`src/rtl/midi_cc_engine_if.sv`:
```
// Signal bundle between the MIDI CC engine and its surroundings:
// button press pulses, serial in/out, LEDs and status flags.
interface midi_cc_engine_if #(
    parameter int NUM_BTNS = 4
);
    logic [NUM_BTNS-1:0] btn_rise;
    logic                midi_rx;
    logic                midi_tx;
    logic [NUM_BTNS-1:0] btn_led;
    logic                tx_busy;
    logic                rx_err;

    // Driver side: produces presses and serial input, observes the engine
    modport master (
        output btn_rise,
        output midi_rx,
        input  midi_tx,
        input  btn_led,
        input  tx_busy,
        input  rx_err
    );

    // Engine side
    modport slave (
        input  btn_rise,
        input  midi_rx,
        output midi_tx,
        output btn_led,
        output tx_busy,
        output rx_err
    );
endinterface

```
`src/rtl/midi_cc_engine.sv`:
```
// MIDI Control Change engine: queues button presses, serialises CC messages
// on a single-clock UART transmitter, and parses incoming MIDI so host CC
// feedback drives the per-button LEDs (and toggle state).
module midi_cc_engine #(
    parameter int                  CLK_HZ         = 100000000,
    parameter int                  BAUD           = 31250,
    parameter int                  NUM_BTNS       = 4,
    parameter int                  FIRST_CC       = 46,
    parameter int                  CHANNEL        = 0,
    parameter logic [NUM_BTNS-1:0] TOGGLE_MASK    = '0,
    parameter bit                  RUNNING_STATUS = 1'b0
) (
    input  logic            clk,
    input  logic            rst,
    midi_cc_engine_if.slave bus
);
    localparam int BIT_CNT  = CLK_HZ / BAUD;
    localparam int HALF_CNT = BIT_CNT / 2;
    localparam int CW       = $clog2(BIT_CNT + 1);
    localparam int IW       = (NUM_BTNS > 1) ? $clog2(NUM_BTNS) : 1;

    localparam logic [7:0]    CC_STATUS = 8'hB0 | 8'(CHANNEL);
    localparam logic [7:0]    CC_LO     = 8'(FIRST_CC);
    localparam logic [CW-1:0] BIT_LAST  = CW'(BIT_CNT - 1);
    localparam logic [CW-1:0] BIT_PRE   = CW'(BIT_CNT - 2);
    localparam logic [CW-1:0] HALF_LAST = CW'(HALF_CNT - 1);

    typedef enum logic [1:0] {RX_IDLE, RX_START, RX_DATA, RX_STOP} rx_state_t;

    // Press queue and arbitration
    logic [NUM_BTNS-1:0] pending;
    logic [NUM_BTNS-1:0] deq_mask;
    logic [IW-1:0]       deq_idx;
    logic                deq_vld;
    logic                load_q;
    logic [IW-1:0]       sel_q;
    logic [7:0]          val_q;

    // Transmitter
    logic                tx_busy;
    logic                tx_line;
    logic [CW-1:0]       baud;
    logic [4:0]          bit_idx;
    logic [4:0]          bits_last;
    logic                last_sent;
    logic [28:0]         tx_sh;
    logic [29:0]         frame;
    logic [7:0]          cc_num;
    logic                short_msg;
    logic                tx_free;

    // Receiver and parser
    logic                rx_s1, rx_s2, rx_prev;
    rx_state_t           rx_state;
    logic [CW-1:0]       rx_cnt;
    logic [2:0]          rx_bitn;
    logic [7:0]          rx_sh;
    logic                byte_vld;
    logic                rx_err_q;
    logic [7:0]          status;
    logic                data_idx;
    logic [7:0]          d1;
    logic                fb_vld;
    logic [7:0]          fb_d1;
    logic                fb_val;
    logic [NUM_BTNS-1:0] fb_mask;

    // Button state
    logic [NUM_BTNS-1:0] tog;
    logic [NUM_BTNS-1:0] led;

    // Next message may be dequeued one cycle before the current one ends so
    // the following frame loads exactly when the last stop bit finishes.
    assign tx_free = (!tx_busy ||
                      (baud == BIT_PRE && bit_idx == bits_last)) && !load_q;

    // Lowest-index pending button wins when the transmitter can accept work
    always_comb begin
        deq_vld  = 1'b0;
        deq_idx  = '0;
        deq_mask = '0;
        if (tx_free) begin
            for (int i = NUM_BTNS - 1; i >= 0; i--) begin
                if (pending[i]) begin
                    deq_vld  = 1'b1;
                    deq_idx  = IW'(i);
                    deq_mask = '0;
                    deq_mask[i] = 1'b1;
                end
            end
        end
    end

    // Pending set/clear; a rise in the dequeue cycle keeps the bit set
    always_ff @(posedge clk or negedge rst) begin
        if (!rst) begin
            pending <= '0;
            load_q  <= 1'b0;
        end else begin
            pending <= (pending & ~deq_mask) | bus.btn_rise;
            load_q  <= deq_vld;
        end
    end

    // Capture the dequeued button and its data2 value (toggle value is the
    // flipped state, fixed at dequeue so later RX feedback cannot alter it)
    always_ff @(posedge clk) begin
        if (deq_vld) begin
            sel_q <= deq_idx;
            if (|(deq_mask & TOGGLE_MASK) && |(deq_mask & tog))
                val_q <= 8'h00;
            else
                val_q <= 8'h7F;
        end
    end

    // Frame image, transmitted LSB first: start, 8 data bits, stop per byte
    always_comb begin
        cc_num    = CC_LO + 8'(sel_q);
        short_msg = RUNNING_STATUS && last_sent;
        frame     = {1'b1, val_q, 1'b0, 1'b1, cc_num, 1'b0, 1'b1, CC_STATUS, 1'b0};
        if (short_msg)
            frame = {10'h3FF, 1'b1, val_q, 1'b0, 1'b1, cc_num, 1'b0};
    end

    // Transmitter control: bit timing, line level and busy flag
    always_ff @(posedge clk or negedge rst) begin
        if (!rst) begin
            tx_busy   <= 1'b0;
            tx_line   <= 1'b1;
            baud      <= '0;
            bit_idx   <= '0;
            bits_last <= 5'd29;
            last_sent <= 1'b0;
        end else if (load_q) begin
            tx_busy   <= 1'b1;
            tx_line   <= frame[0];
            baud      <= '0;
            bit_idx   <= '0;
            bits_last <= short_msg ? 5'd19 : 5'd29;
            last_sent <= 1'b1;
        end else if (tx_busy) begin
            if (baud == BIT_LAST) begin
                baud <= '0;
                if (bit_idx == bits_last) begin
                    tx_busy <= 1'b0;
                    tx_line <= 1'b1;
                end else begin
                    bit_idx <= bit_idx + 5'd1;
                    tx_line <= tx_sh[0];
                end
            end else begin
                baud <= baud + 1'b1;
            end
        end
    end

    // Remaining frame bits, shifted out at each bit boundary
    always_ff @(posedge clk) begin
        if (load_q)
            tx_sh <= frame[29:1];
        else if (tx_busy && baud == BIT_LAST)
            tx_sh <= {1'b1, tx_sh[28:1]};
    end

    // Two-flop synchroniser plus previous sample for edge detection
    always_ff @(posedge clk or negedge rst) begin
        if (!rst) begin
            rx_s1   <= 1'b1;
            rx_s2   <= 1'b1;
            rx_prev <= 1'b1;
        end else begin
            rx_s1   <= bus.midi_rx;
            rx_s2   <= rx_s1;
            rx_prev <= rx_s2;
        end
    end

    // Receiver FSM: half-bit start qualification, then mid-bit sampling
    always_ff @(posedge clk or negedge rst) begin
        if (!rst) begin
            rx_state <= RX_IDLE;
            rx_cnt   <= '0;
            rx_bitn  <= '0;
            rx_sh    <= '0;
            byte_vld <= 1'b0;
            rx_err_q <= 1'b0;
        end else begin
            byte_vld <= 1'b0;
            rx_err_q <= 1'b0;
            case (rx_state)
                RX_IDLE: begin
                    if (rx_prev && !rx_s2) begin
                        rx_cnt   <= '0;
                        rx_state <= RX_START;
                    end
                end
                RX_START: begin
                    if (rx_cnt == HALF_LAST) begin
                        rx_cnt   <= '0;
                        rx_bitn  <= '0;
                        rx_state <= rx_s2 ? RX_IDLE : RX_DATA;
                    end else begin
                        rx_cnt <= rx_cnt + 1'b1;
                    end
                end
                RX_DATA: begin
                    if (rx_cnt == BIT_LAST) begin
                        rx_cnt <= '0;
                        rx_sh  <= {rx_s2, rx_sh[7:1]};
                        if (rx_bitn == 3'd7)
                            rx_state <= RX_STOP;
                        else
                            rx_bitn <= rx_bitn + 3'd1;
                    end else begin
                        rx_cnt <= rx_cnt + 1'b1;
                    end
                end
                RX_STOP: begin
                    if (rx_cnt == BIT_LAST) begin
                        rx_cnt   <= '0;
                        rx_state <= RX_IDLE;
                        if (rx_s2)
                            byte_vld <= 1'b1;
                        else
                            rx_err_q <= 1'b1;
                    end else begin
                        rx_cnt <= rx_cnt + 1'b1;
                    end
                end
                default: rx_state <= RX_IDLE;
            endcase
        end
    end

    // MIDI parser: realtime bytes pass through untouched, running status kept
    always_ff @(posedge clk or negedge rst) begin
        if (!rst) begin
            status   <= 8'h00;
            data_idx <= 1'b0;
            d1       <= '0;
            fb_vld   <= 1'b0;
            fb_d1    <= '0;
            fb_val   <= 1'b0;
        end else begin
            fb_vld <= 1'b0;
            if (byte_vld && rx_sh < 8'hF8) begin
                if (rx_sh[7]) begin
                    status   <= rx_sh;
                    data_idx <= 1'b0;
                end else if (status == CC_STATUS) begin
                    if (!data_idx) begin
                        d1       <= rx_sh;
                        data_idx <= 1'b1;
                    end else begin
                        data_idx <= 1'b0;
                        fb_vld   <= 1'b1;
                        fb_d1    <= d1;
                        fb_val   <= rx_sh[6];
                    end
                end
            end
        end
    end

    // Map a completed CC onto the button it addresses (if any)
    always_comb begin
        fb_mask = '0;
        for (int i = 0; i < NUM_BTNS; i++)
            fb_mask[i] = fb_vld && (fb_d1 == CC_LO + 8'(i));
    end

    // Toggle state and LEDs: dequeue wins for tog, RX feedback wins for LED
    always_ff @(posedge clk or negedge rst) begin
        if (!rst) begin
            tog <= '0;
            led <= '0;
        end else begin
            for (int i = 0; i < NUM_BTNS; i++) begin
                if (TOGGLE_MASK[i]) begin
                    if (deq_mask[i])
                        tog[i] <= ~tog[i];
                    else if (fb_mask[i])
                        tog[i] <= fb_val;
                end
                if (fb_mask[i])
                    led[i] <= fb_val;
                else if (TOGGLE_MASK[i] && deq_mask[i])
                    led[i] <= ~tog[i];
            end
        end
    end

    assign bus.midi_tx = tx_line;
    assign bus.tx_busy = tx_busy;
    assign bus.rx_err  = rx_err_q;
    assign bus.btn_led = led;
endmodule

```
`src/flat_wrapper.sv`:
```
// flat-port wrapper written by rule: the top's interface ports become plain ports
module midi_cc_engine_flat 
#(
    parameter int                  CLK_HZ         = 100000000,
    parameter int                  BAUD           = 31250,
    parameter int                  NUM_BTNS       = 4,
    parameter int                  FIRST_CC       = 46,
    parameter int                  CHANNEL        = 0,
    parameter logic [NUM_BTNS-1:0] TOGGLE_MASK    = '0,
    parameter bit                  RUNNING_STATUS = 1'b0
)
  (clk, rst, bus_btn_rise, bus_midi_rx, bus_midi_tx, bus_btn_led, bus_tx_busy, bus_rx_err);
  midi_cc_engine_if #(.NUM_BTNS(NUM_BTNS)) bus_i ();
  input  logic clk;
  input  logic rst;
  input wire logic [$bits(bus_i.btn_rise)-1:0] bus_btn_rise;
  input wire logic [$bits(bus_i.midi_rx)-1:0] bus_midi_rx;
  output wire logic [$bits(bus_i.midi_tx)-1:0] bus_midi_tx;
  output wire logic [$bits(bus_i.btn_led)-1:0] bus_btn_led;
  output wire logic [$bits(bus_i.tx_busy)-1:0] bus_tx_busy;
  output wire logic [$bits(bus_i.rx_err)-1:0] bus_rx_err;
  assign bus_i.btn_rise = bus_btn_rise;
  assign bus_i.midi_rx = bus_midi_rx;
  assign bus_midi_tx = bus_i.midi_tx;
  assign bus_btn_led = bus_i.btn_led;
  assign bus_tx_busy = bus_i.tx_busy;
  assign bus_rx_err = bus_i.rx_err;
  midi_cc_engine #(.CLK_HZ(CLK_HZ), .BAUD(BAUD), .NUM_BTNS(NUM_BTNS), .FIRST_CC(FIRST_CC), .CHANNEL(CHANNEL), .TOGGLE_MASK(TOGGLE_MASK), .RUNNING_STATUS(RUNNING_STATUS)) u_core (.clk(clk), .rst(rst), .bus(bus_i));
endmodule
```
`config.mk`:
```
export PLATFORM = sky130hd
export DESIGN_NAME = midi_cc_engine_flat
export DESIGN_NICKNAME = d
export VERILOG_FILES = /design/src/rtl/midi_cc_engine_if.sv /design/src/rtl/midi_cc_engine.sv /design/src/flat_wrapper.sv
export SDC_FILE = /design/constraint.sdc
export NUM_CORES = 1
export LEC_CHECK = 0
export CAP_MARGIN = 20
export CORE_MARGIN = 2
export CORE_UTILIZATION = 55
export DETAILED_ROUTE_END_ITERATION = 16
export PLACE_DENSITY_LB_ADDON = 0.25
export REMOVE_ABC_BUFFERS = 1
export SLEW_MARGIN = 15
export SYNTH_ARGS = -nofsm -noshare
export SYNTH_HDL_FRONTEND = slang
export SYNTH_SLANG_ARGS = --single-unit
```
`constraint.sdc`:
```
create_clock -name clk -period 2.1 [get_ports clk]
set_input_delay 0.42 -clock clk [delete_from_list [all_inputs] [get_ports clk]]
set_output_delay 0.42 -clock clk [all_outputs]
set_load 0.005 [all_outputs]
```
# [Word-level counts from Yosys, hierarchy flattened]
# Index checks and enable logic that the tools add are counted.
[totals] ff_bits=113 latchBits=0 ramBits=0 romBits=0 in_bits=7 out_inout_bits=7 wordCells=152 mem_count=0
[op_classes] add_sub_neg=5 n_mul=0 n_div=0 order_cmp=1 eq_ne=21 shifts=0 mux=58 bitwise_logic=6 reduce_logical=31
[ops] operator="12-bit 2-to-1 mux" count=6
[ops] operator="12-bit == test (second input constant)" count=3
[ops] operator="12-bit one-hot mux with 3 select lines" count=1
[ops] operator="7-bit by 6-bit == test with 1-bit output (second input constant)" count=4
[ops] operator="28-bit 2-to-1 mux" count=1
[ops] operator="1-bit 2-to-1 mux" count=27
[ops] operator="12-bit by 1-bit adder with 12-bit output (second input constant)" count=2
[ops] operator="4-bit 2-to-1 mux" count=5
[ops] operator="5-bit 2-to-1 mux" count=4
[ops] operator="18-bit 2-to-1 mux" count=1
[ops] operator="2-bit 2-to-1 mux" count=8
[ops] operator="12-bit by 11-bit == test with 1-bit output (second input constant)" count=1
[ops] operator="2-bit by 1-bit inequality test with 1-bit output (second input constant)" count=6
[ops] operator="4-bit AND reduction" count=3
[ops] operator="2-bit nonzero test" count=5
[ops] operator="1-bit logical AND" count=9
[ops] operator="3-bit 2-to-1 mux" count=3
[ops] operator="8-bit == test (second input constant)" count=1
[ops] operator="8-bit less-than comparator (second input constant)" count=1
[ops] operator="2-bit one-hot mux with 4 select lines" count=1
[ops] operator="2-bit AND reduction" count=4
[ops] operator="6-bit by 2-bit adder with 7-bit output (first input constant)" count=1
[ops] operator="3-bit one-hot mux with 2 select lines" count=1
[ops] operator="5-bit by 1-bit adder with 5-bit output (second input constant)" count=1
[ops] operator="other kinds (17)" count=23

# [Logic depth before layout (Yosys ltp)]
# Gate-level depths: netlist of run 1.
[depth] depth_word=8 ltp_mapped=7

# [Least setup slack after synthesis of run 1]
# Ideal clock, no wire load.
[synth_timing] path_kind="register to register" from="reg u_core.rx_cnt[7]" to="reg u_core.rx_bitn[0]" setup_time_ns=0.129 arrival_time_ns=1.932 setup_slack_ns=0.039 stages_incl_launch_ff=6 path_buffers=0 period_less_slack_ns=2.061 path_cell_list="dfrtp_1 > or3b_4 > or4_4 > or3b_4 > o211ai_1 > o31ai_1"
[synth_between] elab_chain_len=3 word_cells_on_any_way=5 cone_classes="eq/ne: 4; reduce/logical: 1"
[synth_lines] element="start, declared" line_no="midi_cc_engine.sv:55" rtl="logic [CW-1:0] rx_cnt;"
[synth_lines] element="start signal, assigned" line_no="midi_cc_engine.sv:204" rtl="rx_cnt <= rx_cnt + 1'b1;"
[synth_lines] element="start signal, assigned" line_no="midi_cc_engine.sv:216" rtl="rx_cnt <= rx_cnt + 1'b1;"
[synth_lines] element="start signal, assigned" line_no="midi_cc_engine.sv:228" rtl="rx_cnt <= rx_cnt + 1'b1;"
[synth_lines] element="12-bit == test or 12-bit by 11-bit == test with 1-bit output (tied branches)" line_no="midi_cc_engine.sv:208, midi_cc_engine.sv:199"
[synth_lines] element="2-bit by 1-bit inequality test with 1-bit output (no line)"
[synth_lines] element="4-bit AND reduction (no line) *"
[synth_lines] element="end signal, assigned" line_no="midi_cc_engine.sv:214" rtl="rx_bitn <= rx_bitn + 3'd1;"
[synth_lines] element="end, declared" line_no="midi_cc_engine.sv:56" rtl="logic [2:0] rx_bitn;"
# Every way passes the cells marked *; elsewhere a longest branch is shown, timed or not.
# A chain may end at the register's enable or synchronous reset.

# [Worst setup path in the final report of run 1]
[layout_timing] from="reg u_core.rx_cnt[8]" to="reg u_core.rx_cnt[3]"
[layout_between] elab_chain_len=3 word_cells_on_any_way=5 cone_classes="eq/ne: 2; mux: 3"
[layout_lines] element="12-bit == test or 12-bit by 11-bit == test with 1-bit output (tied branches)" line_no="midi_cc_engine.sv:208, midi_cc_engine.sv:220, midi_cc_engine.sv:199"
[layout_lines] element="12-bit 2-to-1 mux (on tied branches)" line_no="midi_cc_engine.sv:208, midi_cc_engine.sv:220, midi_cc_engine.sv:199"
[layout_lines] element="12-bit one-hot mux with 3 select lines *" line_no="midi_cc_engine.sv:191" rtl="case (rx_state)"
# Marks and branches as above.

==> results.txt, run 1 <==
CTS tree: built
Post-synth ARST share: 73.5%
Port Buffers: 13
CP max stage cell: or3b_4
Crit-path cells: or3b_4 -> o41ai_1 -> mux2i_2 -> buf_4 -> a21oi_1 -> a31oi_1
Residual DRC count: 0
Worst path max stage delay: 0.43 ns
IO Pins: 14
Worst-case clock buffer depth: 2
Sequential area share after synthesis: 57.7%
Top cells by area, synth: dfrtp_1 40%, edfxtp_1 11%, mux2_2 7.7%
Die Width: 99.0 um
Critical path capture point type: register
Post-Syn Area: 4960 um^2
RR Startpoint: u_core.rx_cnt[8]
HPWL after detailed placement: 6.05 mm
Max_slew headroom: 58.5%
Clock root buffer master: clkbuf_8
Max FO, Critical Path: 9
R2R depth: 6
CTS sink count: 113
Final period util: 97.4%
Vias: 3540
Vias in the first global route: 3483
WP data arrival: 2.41 ns
Worst-margin pin slew: 0.618 ns
Hold Crit Depth: 1
Peak VDD IR: 0.913 mV
Synthesized flop and latch total: 113
Core Area: 8720 um^2
Initial antenna violation count: 0
Drt wl/cell: 16.0 um
DRT iter0 DRCs: 156
Clk slew on worst S/H paths: 0.06 ns
Final wirelength: 9.63 mm
Max Slew Vio Count: 0
Layout cell share with drive strength beyond 1: 22.4%
Main flop type after synthesis: dfrtp_1
Yosys top cell area share: 39.8%
Number of diodes: 0
Clock skew: 0.00744 ns
Most common cell in the netlist: dfrtp_1
Via density: 5.90
Unrepaired setup endpoints after global routing: no
Yosys cell types: 56
Final net count: 493
CTS H-tree depth: 4
Initial Utilization: 56.9%
1st-pass router iterations: 5
Top cells by instance count after synthesis: 79 x dfrtp_1, 45 x nand2_1, 34 x mux2_2
GRT Residual Overflow: 0
Yosys top cell by area: dfrtp_1
Final Cell Area: 5980 um^2
Syn Inst Count: 440
Largest net degree at the start of global routing: 37
Post-route ant nets: 0
GPL Wtd Cong: 0.880
Crit path max-delay family: compound AO/OA/AOI/OAI gates
Num CTS Buffers: 17
Levels on crit path: 6
Hold Path Class: input pin to register
Min Clock Period, post-route: 2.05 ns
Run status: complete, no violations
# setup viols final: 0
P per Cell Area: 900 nW/um^2
Number of enable flip-flop cells after synthesis: 18
Placed inst area: 5360 um^2
Max Cap Viol: 0
Syn. warnings: 0
Worst setup SP type: register
Leakage: 2.73 nW
Hold slack: 0.317 ns
Hold Path Sink: u_core.rx_s1
Area Growth Syn to Fin: 20.4%
Critical hold path startpoint: bus_midi_rx
Row cnt: 34
Setup Crit Path Kind: register to register
Peak Freq: 489 MHz
Req. time, crit path: 2.46 ns
Reg2reg setup slack: 0.05 ns
All-layer global routing usage: 22.0%
Die height: 99.0 um
Worst-Skew Late Latency: 0.51 ns
Syn_area_per_cell: 11.3 um^2
Reg2reg end: u_core.rx_cnt[3]
Final hold vios: 0
First-pass GRT wire length: 17.1 mm
Die ar.: 9800 um^2
Buf/Inv on CP: 1
where the power goes:
part | leakage (nW) | switching, mW | internal (mW)
sequential | 1.36 | 0.104 | 2.29
clock | 0.274 | 0.974 | 1.69
combinational | 1.10 | 0.175 | 0.148
total | 2.73 | 1.25 | 4.13
layout make-up:
class                      instances  area [um^2]
clock inverter                    13          119
multi-input combinational        301         2050
sequential                       113         2860
fill                             615         2740
clock buffer                      19          432
timing repair buffer              36          340
tap                              108          135
inverter                          10         37.5
worst register-to-register path: cells and delay by family (launching register included):
kind / cells / cell delay (ns)
AO/OA/AOI/OAI: 3 / 0.61
buffers and inverters: 1 / 0.23
flip-flops: 1 / 0.37
AND/OR/NAND/NOR: 1 / 0.43
multiplexers: 1 / 0.25
cells in the final DEF, fill, tap and decap left out, types with 3 or more instances in the layout:
| cell type | netlist | routed |
|---|---|---|
| dfrtp_1 | 79 | 78 |
| nand2_1 | 45 | 44 |
| mux2_2 | 34 | 34 |
| nor2_1 | 32 | 31 |
| a21oi_1 | 25 | 25 |
| buf_4 | 0 | 20 |
| edfxtp_1 | 18 | 18 |
| a21o_1 | 17 | 17 |
| nand3_1 | 18 | 17 |
| clkbuf_16 | 0 | 16 |
| o21ai_0 | 13 | 13 |
| clkdlybuf4s50_1 | 0 | 12 |
| dfxtp_1 | 12 | 12 |
| inv_1 | 10 | 10 |
| nand3b_1 | 10 | 10 |
| nor3_1 | 10 | 10 |
| a31oi_1 | 9 | 9 |
| clkinv_2 | 0 | 8 |
| nand4_1 | 7 | 7 |
| nand2b_1 | 6 | 6 |
| ha_1 | 7 | 6 |
| and3_1 | 5 | 5 |
| xor2_1 | 5 | 5 |
| nor2b_1 | 4 | 4 |
| and2_1 | 4 | 4 |
| dfstp_2 | 4 | 4 |
| nor3b_1 | 4 | 3 |
| and4_1 | 3 | 3 |
| o211ai_1 | 3 | 3 |
| o31ai_1 | 3 | 3 |
| xnor2_1 | 3 | 3 |
| a311oi_1 | 3 | 3 |
| a22o_1 | 3 | 3 |
| buf_12 | 0 | 3 |
sequential cells by signal (all words and copies together), names as in the netlist, 2 cells and up, named ones only:
signal,cells
u_core.rx_cnt,12
u_core.tx_sh,28
u_core.fb_d1,7
u_core.bit_idx,5
u_core.sel_q,2
u_core.baud,12
u_core.d1,7
u_core.rx_bitn,3
u_core.status,8
u_core.pending,4
u_core.rx_sh,8
u_core.bus.btn_led,4
worst max path at each step:
stage | startpoint | to | slack, ns
CTS | u_core.rx_cnt[7] | u_core.rx_bitn[1] | 0.003
floorplan | u_core.baud[9] | u_core.bit_idx[4] | -0.56
finish | u_core.rx_cnt[8] | u_core.rx_cnt[3] | 0.05
global route | u_core.rx_cnt[1] | u_core.rx_bitn[0] | 0.004
global placement | u_core.rx_cnt[7] | u_core.rx_bitn[1] | 0.06
detailed placement | u_core.rx_cnt[7] | u_core.rx_bitn[0] | 0.02
cell families (layout without fill, tap and decap cells):
family | count (synthesis) | in the layout | share of synthesized area, %
xor+xnor | 8 | 8 | 1.41
fa+ha+maj | 7 | 7 | 1.76
mux | 35 | 35 | 7.91
buf+inv | 26 | 78 | 2.04
flops | 113 | 113 | 57.7
compound gates | 87 | 87 | 11.3
simple gates | 164 | 164 | 17.9
metal layers:
metal | track usage, % | share of wire [%] | vias up
li1 | - | - | 1690
met4 | 6.22 | 1.1 | 0
met2 | 33.5 | 49 | 79
met3 | 7.23 | 3.8 | 9
met5 | 0 | 0 | -
met1 | 30.4 | 46 | 1762
through the flow:
stage	total power [mW]	instances	setup slack (ns)	util [%]	setup TNS, ns
after floorplan	2.59	424	-0.557	-	-8.80
after global placement	2.69	565	0.0553	61.5	0
after detailed placement	2.71	565	0.0192	61.5	0
after CTS	5.38	598	0.00291	67.9	0
after global routing	5.57	600	0.00379	68.6	0
final	5.38	600	0.0545	68.6	0
repair_timing:
action                                  CTS  global route
gates resized for setup                   1             9
hold buffers                              1             0
buffers inserted                          0             2
endpoints found under the setup margin    1            27
endpoints found under the hold margin    19             0
pin swaps                                 0             5
Power figures use the tool's default switching activity.
==> inputs of run 2 (changes only) <==
--- a/config.mk
+++ b/config.mk
@@ -7,7 +7,7 @@
 export LEC_CHECK = 0
 export CAP_MARGIN = 20
 export CORE_MARGIN = 2
-export CORE_UTILIZATION = 55
+export CORE_UTILIZATION = 35
 export DETAILED_ROUTE_END_ITERATION = 16
 export PLACE_DENSITY_LB_ADDON = 0.25
 export REMOVE_ABC_BUFFERS = 1
@@ -15,3 +15,4 @@
 export SYNTH_ARGS = -nofsm -noshare
 export SYNTH_HDL_FRONTEND = slang
 export SYNTH_SLANG_ARGS = --single-unit
+export TNS_END_PERCENT = 50
==> run 2 against run 1 <==
Compared with the run above: critical endpoint is now u_core.rx_bitn[0]; critical path type unchanged; count of clock-buffer cells in the layout up 5; setup slack better by 0.042 ns; flip-flop and latch count unchanged; total power up 2.4%; highest routed layer unchanged; sequential share of layout area down 0.83 points; register-to-register slack better by 0.04 ns; cell area up 1.7%; combinational power up 10%; sequential power about the same; non-clock buffer count up 4; clock power up 4%; global-route usage down 7.7 points; largest power group unchanged.
==> results.txt, run 2 (same netlist as run 1, synthesis figures left out) <==
Run status: complete, no violations
Max Slew Vio Count: 0
Port Buffers: 13
Die height: 123 um
Worst Setup SP: u_core.rx_cnt[1]
First-pass GRT wire length: 16.6 mm
Layout cell share with drive strength beyond 1: 22.4%
Placed insts: 641
GRT Residual Overflow: 0
Final Cell Area: 6080 um^2
Req. time, crit path: 2.38 ns
RR Startpoint: u_core.rx_cnt[1]
Area Growth Syn to Fin: 22.5%
Clock skew: 0.00666 ns
Post-Layout Cell Count: 676
Final net count: 497
Largest net degree at the start of global routing: 42
CTS H-tree depth: 4
Clock root buffer master: clkbuf_16
Unrepaired setup endpoints after global routing: yes
Post-route ant nets: 0
Critical hold path startpoint: u_core.rx_s1
Max FO, Critical Path: 4
Vias in the first global route: 3487
HPWL after detailed placement: 6.31 mm
Worst-margin pin slew: 0.602 ns
Worst path max stage delay: 0.54 ns
CTS tree: built
P per Cell Area: 906 nW/um^2
Max Cap Viol: 0
Reg with most FFs: u_core.tx_sh
Leakage: 2.75 nW
Clk slew on worst S/H paths: 0.05 ns
Final hold vios: 0
Worst-case clock buffer depth: 2
Hold Path Class: register to register
Crit-path cells: ha_2 -> nand3b_1 -> or4_4 -> or3b_4 -> o211ai_1 -> o31ai_1
Initial Utilization: 35.8%
Setup Crit Path Kind: register to register
Drt wl/cell: 13.8 um
Worst-Skew Late Latency: 0.41 ns
Core Area: 13900 um^2
1st-pass router iterations: 4
Critical path capture point type: register
Die Width: 123 um
Peak Freq: 499 MHz
Via density: 5.07
Final wirelength: 9.36 mm
WP data arrival: 2.29 ns
Peak VDD IR: 0.634 mV
All-layer global routing usage: 14.2%
Largest registers: u_core.tx_sh: 28 flops, u_core.baud: 12 flops, u_core.rx_cnt: 12 flops
Initial antenna violation count: 0
Share of the core filled with cells: 43.8%
Most common cell after layout, fill and taps aside: dfrtp_1
Row cnt: 43
CTS sink count: 113
IO Pins: 14
Num CTS Buffers: 17
Residual DRC count: 0
Number of diodes: 0
Vias: 3425
Final period util: 95.4%
Most frequent cells in the layout: 79 x dfrtp_1, 45 x nand2_1, 34 x mux2_2, 31 x nor2_1, 26 x buf_4
Max_slew headroom: 59.6%
CP max stage cell: or4_4
DRT iter0 DRCs: 174
Placed inst area: 5460 um^2
Max reg flops: 28
GPL Wtd Cong: 0.785
# setup viols final: 0
Total Negative Setup Slacks: 0 ns
Worst setup SP type: register
Min Clock Period, post-route: 2.00 ns
Die ar.: 15200 um^2
==> run 2: cell count changes in the layout (fill, tap and decap cells not counted), moves of 2 or more <==
cell	before	now
buf_4	20	26
clkbuf_16	16	18
clkbuf_8	2	4
buf_12	3	1
clkinv_2	8	3
==> run 2: worst paths after layout <==
kind | cells after the start | to | slack [ns]
min in group asynchronous | 2 | u_core.status[2] | 0.52
worst min register to register | 0 | u_core.rx_s2 | 0.36
worst max register to register | 6 | u_core.rx_bitn[0] | 0.1
worst min-delay path | 0 | u_core.rx_s2 | 0.36
max in group asynchronous | 3 | u_core.rx_s1 | 0.97
worst max-delay path | 6 | u_core.rx_bitn[0] | 0.1
==> run 2: metal layers <==
layer	share of wire (%)	track usage (%)	wire length, um
met1	48	17.7	4470
met2	47	22.5	4440
met3	3.3	5.35	312
met4	1.4	5.33	134
met5	0	0	0
==> run 2: where the power goes <==
part	internal, mW	switching [mW]
logic	0.169	0.187
registers	2.29	0.0848
clock network	1.81	0.968
==> run 2: metrics by stage <==
stage	hold WS [ns]	power, mW	worst slack, ns
finish	0.357	5.51	0.0961
global route	0.365	5.75	-0.00459
CTS	0.360	5.56	0.00292
detailed placement	0.348	2.75	-0.00371
global placement	0.352	2.74	0.0511
floorplan	0.124	2.59	-0.557
==> run 2: critical path: cells and delay by family, from the launching register on <==
family,cells,cell delay (ns)
AOI/OAI and AO/OA,2,0.21
and+or+nand+nor,3,1.07
adders and majority gates,1,0.21
DFF,1,0.39
==> run 2: cell type report <==
| cell class | count | area [um^2] |
|---|---|---|
| Tap cell | 180 | 225 |
| Fill cell | 1312 | 7800 |
| Inverter | 10 | 37.5 |
| Clock buffer | 24 | 513 |
| Clock inverter | 8 | 73.8 |
| Multi-Input combinational cell | 301 | 2020 |
| Timing Repair Buffer | 40 | 345 |
| Sequential cell | 113 | 2860 |
==> run 2: repair_timing <==
item                                    CTS  global route
pin swaps                                 1             3
endpoints found under the setup margin    1            12
endpoints found under the hold margin    36             0
resized for setup                         0             5
hold buffers                              1             0
setup buffers                             0             2
